--- src/rtl/bldc_pwm_commutator.sv ---
// bldc_pwm_commutator: three-phase BLDC gate driver with prescaled PWM, filtered Hall
// commutation, direction control, braking, invalid-Hall fault and per-phase dead time.
module bldc_pwm_commutator #(
    parameter int DUTY_W    = 8,
    parameter int PRESC_W   = 16,
    parameter int DEAD_W    = 4,
    parameter int HALL_FILT = 3
) (
    input  logic               CLK,
    input  logic               RST,
    input  logic               EN,
    input  logic [DUTY_W-1:0]  DUTY,
    input  logic [PRESC_W-1:0] PRESC,
    input  logic [DEAD_W-1:0]  DEAD,
    input  logic               DIR,
    input  logic               BRAKE,
    input  logic [2:0]         H,
    output logic [2:0]         HI,
    output logic [2:0]         LO,
    output logic               FAULT
);
    localparam int FW = $clog2(HALL_FILT + 1);
    typedef enum logic [1:0] {R_FLOAT, R_HI, R_LO} req_t;
    typedef enum logic [1:0] {S_OFF, S_DEAD, S_HI, S_LO} state_t;

    logic [PRESC_W-1:0] presc_cnt;
    logic [DUTY_W-1:0]  pwm_cnt, shadow;
    logic               tick, pwm_on;
    assign tick   = presc_cnt == PRESC;
    assign pwm_on = pwm_cnt < shadow;

    always_ff @(posedge CLK or negedge RST) begin
        if (!RST) begin
            presc_cnt <= '0;
            pwm_cnt   <= '0;
            shadow    <= '0;
        end else if (!EN) begin
            presc_cnt <= '0;
            pwm_cnt   <= '0;
        end else begin
            presc_cnt <= tick ? '0 : presc_cnt + 1'b1;
            if (tick) pwm_cnt <= pwm_cnt + 1'b1;
            if (tick && &pwm_cnt) shadow <= DUTY;
        end
    end

    logic [2:0]    sync1, sync2, hall;
    logic [FW-1:0] filt_cnt;
    logic          hall_valid, accept, hall_bad;
    // a code is accepted once the synchroniser stages have agreed for HALL_FILT cycles
    assign accept   = sync1 == sync2 && filt_cnt == FW'(HALL_FILT - 1);
    assign hall_bad = ~|sync2 || &sync2;

    always_ff @(posedge CLK or negedge RST) begin
        if (!RST) begin
            sync1      <= '0;
            sync2      <= '0;
            filt_cnt   <= '0;
            hall       <= '0;
            hall_valid <= 1'b0;
            FAULT      <= 1'b0;
        end else begin
            sync1    <= H;
            sync2    <= sync1;
            filt_cnt <= sync1 != sync2 ? '0 : accept ? filt_cnt : filt_cnt + 1'b1;
            if (accept && !hall_bad) begin
                hall       <= sync2;
                hall_valid <= 1'b1;
            end
            FAULT <= EN && (FAULT || (accept && hall_bad));
        end
    end

    logic [1:0] hp, lp, hs, ls;
    always_comb begin
        case (hall)
            3'b101:  {hp, lp} = 4'b00_01;
            3'b100:  {hp, lp} = 4'b00_10;
            3'b110:  {hp, lp} = 4'b01_10;
            3'b010:  {hp, lp} = 4'b01_00;
            3'b011:  {hp, lp} = 4'b10_00;
            3'b001:  {hp, lp} = 4'b10_01;
            default: {hp, lp} = 4'b11_11;
        endcase
    end
    assign hs = DIR ? lp : hp;
    assign ls = DIR ? hp : lp;

    req_t req [3];
    for (genvar i = 0; i < 3; i++) begin : g_phase
        state_t            st;
        req_t              tgt, cur;
        logic [DEAD_W-1:0] dcnt;
        logic              hi_q, lo_q;
        assign req[i] = !EN || FAULT || !hall_valid ? R_FLOAT :
                        BRAKE ? R_LO :
                        ls == 2'(i) ? R_LO :
                        hs == 2'(i) && pwm_on ? R_HI : R_FLOAT;
        assign cur = st == S_HI ? R_HI : st == S_LO ? R_LO : R_FLOAT;
        assign HI[i] = hi_q;
        assign LO[i] = lo_q;
        always_ff @(posedge CLK or negedge RST) begin
            if (!RST) begin
                st   <= S_OFF;
                tgt  <= R_FLOAT;
                dcnt <= '0;
                hi_q <= 1'b0;
                lo_q <= 1'b0;
            end else if (st == S_DEAD) begin
                if (req[i] != tgt) begin
                    tgt  <= req[i];
                    dcnt <= DEAD;
                end else if (dcnt != '0) begin
                    dcnt <= dcnt - 1'b1;
                end else begin
                    st   <= tgt == R_HI ? S_HI : tgt == R_LO ? S_LO : S_OFF;
                    hi_q <= tgt == R_HI;
                    lo_q <= tgt == R_LO;
                end
            end else if (req[i] != cur) begin
                // turning off is immediate; turning anything on goes through dead time
                st   <= req[i] == R_FLOAT ? S_OFF : S_DEAD;
                tgt  <= req[i];
                dcnt <= DEAD;
                hi_q <= 1'b0;
                lo_q <= 1'b0;
            end
        end
    end
endmodule

--- config.mk ---
export PLATFORM = sky130hd
export DESIGN_NAME = bldc_pwm_commutator
export DESIGN_NICKNAME = d
export VERILOG_FILES = /design/src/rtl/bldc_pwm_commutator.sv
export SDC_FILE = /design/constraint.sdc
export NUM_CORES = 1
export LEC_CHECK = 0
export CAP_MARGIN = 10
export CORE_UTILIZATION = 62
export DETAILED_ROUTE_END_ITERATION = 16
export MAX_ROUTING_LAYER = met4
export PLACE_DENSITY = 0.85
export SYNTH_ARGS = -nofsm -noshare
export SYNTH_HDL_FRONTEND = slang
export SYNTH_SLANG_ARGS = --single-unit
--- constraint.sdc ---
create_clock -name CLK -period 6.7 [get_ports CLK]
set_clock_uncertainty 0.05 [all_clocks]
set_input_delay 1.34 -clock CLK [delete_from_list [all_inputs] [get_ports CLK]]
set_output_delay 1.34 -clock CLK [all_outputs]
set_load 0.01 [all_outputs]
==> out/metrics.sh <==
SYN_INST=456
LAYOUT.NETS=548
CTS.CLK_SLEW.WORST_PATHS_NS=0.08
POWER.IR.VDD_WORST_uV=133
DRT-VIAS-PER-INSTANCE=5.69
CLOCK_TREE.HTREE_LEVEL_COUNT=3
HOLD_PATH.CLASS='flip-flop to flip-flop'
STDCELL_COUNT=591
TOTAL_LEAKAGE_POWER_nW=2.32
POST-DP-HPWL_UM=6340
CTS_SETUP_BUFFERS=0
DRV_CAP=0
PLACED_CELLS_INCL_TAPS=575
VIA_COUNT_OF_THE_FIRST_GLOBAL_ROUTING_PASS=3349
CRITICAL_PATH.STARTPOINT_TYPE='input port'
N_FILL_CELL=456
NUM_IO_PINS=43
SYN_NETS=514
TRITONCTS_CLOCK_TREE='done'
DETAIL_ROUTE.FIRST_PASS.ITERATIONS=6
GRT-OVFL-TOTAL=0
DIE_WIDTH_UM=87.8
IO_BUFFERS=42
SYNTH-EDFF-COUNT=0
TIMING_MAX_TRANSITION_VIOLATIONS_FINAL=0
GRT_FIRST_PASS_WIRELENGTH_UM=15000
YOSYSTOPAREACELL='dfrtp_1'
SETUP-VIOLATIONS-FINAL=0
WORST_PIN_SLEW_NS=1.00
CTS.SINKS=75
CTS_ROOT_BUFFER='clkbuf_8'
POSTPLACECELLAREA_UM2=5000
ROUTEDWLPERCELL_UM=14.5
CRITICAL_PATH.CELL_CHAIN='clkdlybuf4s50_1 > nand3b_4 > a2111oi_4 > o311ai_2 > xnor2_1 > o31ai_1 > or2_1 > o2bb2ai_1'
CLK_LATENCY_NS=0.34
PLACEABLE_CORE_AREA_UM2=6940
WORSTPATHMAXFANOUT=14
CP_SLOWEST_CELL='o31ai_1'
TOP_AREA_CELL_TYPE_SHARE_OF_THE_NETLIST_AREA_PCT=41.2
END_KIND='flip-flop'
FINAL.SETUP.TNS_NS=0
ASYNC_RESET_FF_SHARE_PCT=100
POWER.DENSITY_nW_PER_UM2=265
FINAL_LAYOUT_SIZE_SUFFIX_GT1_SHARE_PCT=8.48
DIE-AREA_UM2=7700
LARGEST_NET_DEGREE_AT_THE_START_OF_GLOBAL_ROUTING=76
ANTENNADIODECOUNT=0
PRE_CTS_SLACK_NS=2.06
FINAL_ANTENNA_NET_COUNT=0
WORSTSETUPPATHTYPE='input port to flip-flop'
SYNTH_AREA_UM2=4560
SYNTH_AREA_LEADERS='dfrtp_1 41%, ha_1 6.0%, xor2_1 5.8%'
VIAS=3365
CP_NUM_BUF_INV=1
TIMING_HOLD_VIOLATIONS_FINAL=0
FLOORPLAN.DIE.HEIGHT_UM=87.8
FINISH.INSTANCE_AREA_UM2=5250
MAXCLOCKFREQUENCY_GHz=0.234
POSTCTSHOLDBUFS=0
POSTSYNTHAREAPERCELL_UM2=10.0
SYNTH_SEQ_AREA_SHARE_PCT=41.2
FINALWIRELENGTH_UM=8570
CTSRESIZECOUNT=0
MIN_PERIOD_NS=4.28
DRT_ITER0_MARKERS=149
TIMING.FINAL.WS_SETUP_NS=2.42
CRITICAL_PATH_REQUIRED_NS=6.91
FLOORPLAN.INITIALDENSITY_PCT=65.7
POST-ROUTE-PERIOD-UTIL_PCT=63.8
TIMING.CRITICAL_PATH.MAX_DELAY_FAMILY='compound AO/OA/AOI/OAI gates'
WORST_ENDPOINT_DATA_ARRIVAL_TIME_NS=4.49
SYNTH_SEQ_CELLS=75
CTS_INSERTED_BUFFERS=9
DRC_ERRORS=0
MAX-CLOCK-PATH-BUFFERS=2
OUTCOME='finished, final reports clean'
SYNTH-WARNING-COUNT=0
LAYOUT-AREA-OVERHEAD-VS-SYNTH_PCT=15.1
SYNTH.LIB_CELLS_USED.DISTINCT=67
RELATIVE_MAX_TRANSITION_MARGIN_PCT=32.5
CP_SLOWEST_STAGE_DELAY_NS=0.82
GP_CONGESTION=0.839
ROWS=30
GRT_ANTENNA_BEFORE_REPAIR=0
RSZ_0062_RAISED_AFTER_GLOBAL_ROUTING='no'
GLOBAL_ROUTE.USAGE.TOTAL_PCT=25.7
MOST_USED_FLIP_FLOP_CELL_AFTER_SYNTHESIS='dfrtp_1'
FINALCOREUTILIZATION_PCT=75.5
[per-layer routing]
| metal | vias up | global-route usage (%) | wire length, µm |
|---|---|---|---|
| met5 | - | - | 0 |
| met4 | 0 | 8.64 | 136 |
| met3 | 16 | 3.39 | 245 |
| met2 | 66 | 41.1 | 4330 |
| met1 | 1627 | 33.9 | 3860 |
| li1 | 1656 | - | - |
[logic make-up after synthesis]
kind of cell | count (synthesis) | share of synthesized area (%)
AO/OA/AOI/OAI | 88 | 15.4
XOR/XNOR | 46 | 9.17
adder cells (fa/ha/maj) | 23 | 6.26
buffers and inverters | 51 | 4.83
flip-flops | 75 | 41.2
multiplexers | 23 | 5.30
AND/OR/NAND/NOR | 150 | 17.9
[synthesized netlist by cell type (all sizes together) (12+ instances only)]
cell type and instances:
dfrtp 75, inv 32, xnor2 16, nor2 38, o22ai 12, buf 12
ha 22, o21ai 19, xor2 30, nand2 29, mux2i 14, nand3 14
a21oi 16
[through the flow]
step / total power, mW / hold WS (ns)
global route: 1.48 / 0.374
floorplan: 0.874 / 0.323
finish: 1.39 / 0.363
CTS: 1.40 / 0.363
detailed placement: 0.975 / 0.344
global placement: 0.949 / 0.332
[final cells by class]
cell class | instances | area, µm² | share of cell area, %
well taps | 96 | 120 | 2.29
clock inverters | 7 | 125 | 2.38
inverters | 32 | 120 | 2.29
multi-input cells | 330 | 2460 | 46.9
repair buffers | 42 | 418 | 7.97
flip-flops and latches | 75 | 1880 | 35.8
clock buffers | 9 | 124 | 2.36
[path summary, 6_finish.rpt]
check / startpoint / endpoint / cells past startpoint / slack, ns
min in group asynchronous: RST / g_phase[2].hi_q / 1 / 1.06
hold / removal: sync1[0] / sync2[0] / 0 / 0.36
hold reg to reg: sync1[0] / sync2[0] / 0 / 0.36
max in group asynchronous: RST / g_phase[1].dcnt[3] / 1 / 4.92
setup reg to reg: pwm_cnt[6] / g_phase[2].dcnt[0] / 8 / 3.39
setup / recovery: EN / g_phase[2].dcnt[0] / 8 / 2.42
[sequential cells by signal, indices dropped and copies added, names as in the netlist]
register	count
filt_cnt	2
hall	3
g_phase.dcnt	12
shadow	8
g_phase.tgt	6
presc_cnt	16
g_phase.hi_q	3
sync2	3
FAULT	1
g_phase.st	6
sync1	3
pwm_cnt	8
hall_valid	1
g_phase.lo_q	3
[where the power goes]
part	switching [mW]	internal (mW)
clock network	0.174	0.251
logic	0.221	0.185
registers	0.0533	0.508
total	0.448	0.943
[cell usage in the layout (no fill, tap or decap), drive strengths merged, types with 6 or more instances in the layout]
cell type       n
mux2            9
mux2i          14
xnor2          16
clkdlybuf4s50  41
inv            33
clkbuf          9
nand2          29
o21ai          19
a22o            6
o22ai          12
xor2           30
nor2           38
ha             22
nand3          14
dfrtp          75
and2           10
or3             8
nor3           10
a21oi          16
Note: power is estimated with default switching activity, not from simulation.
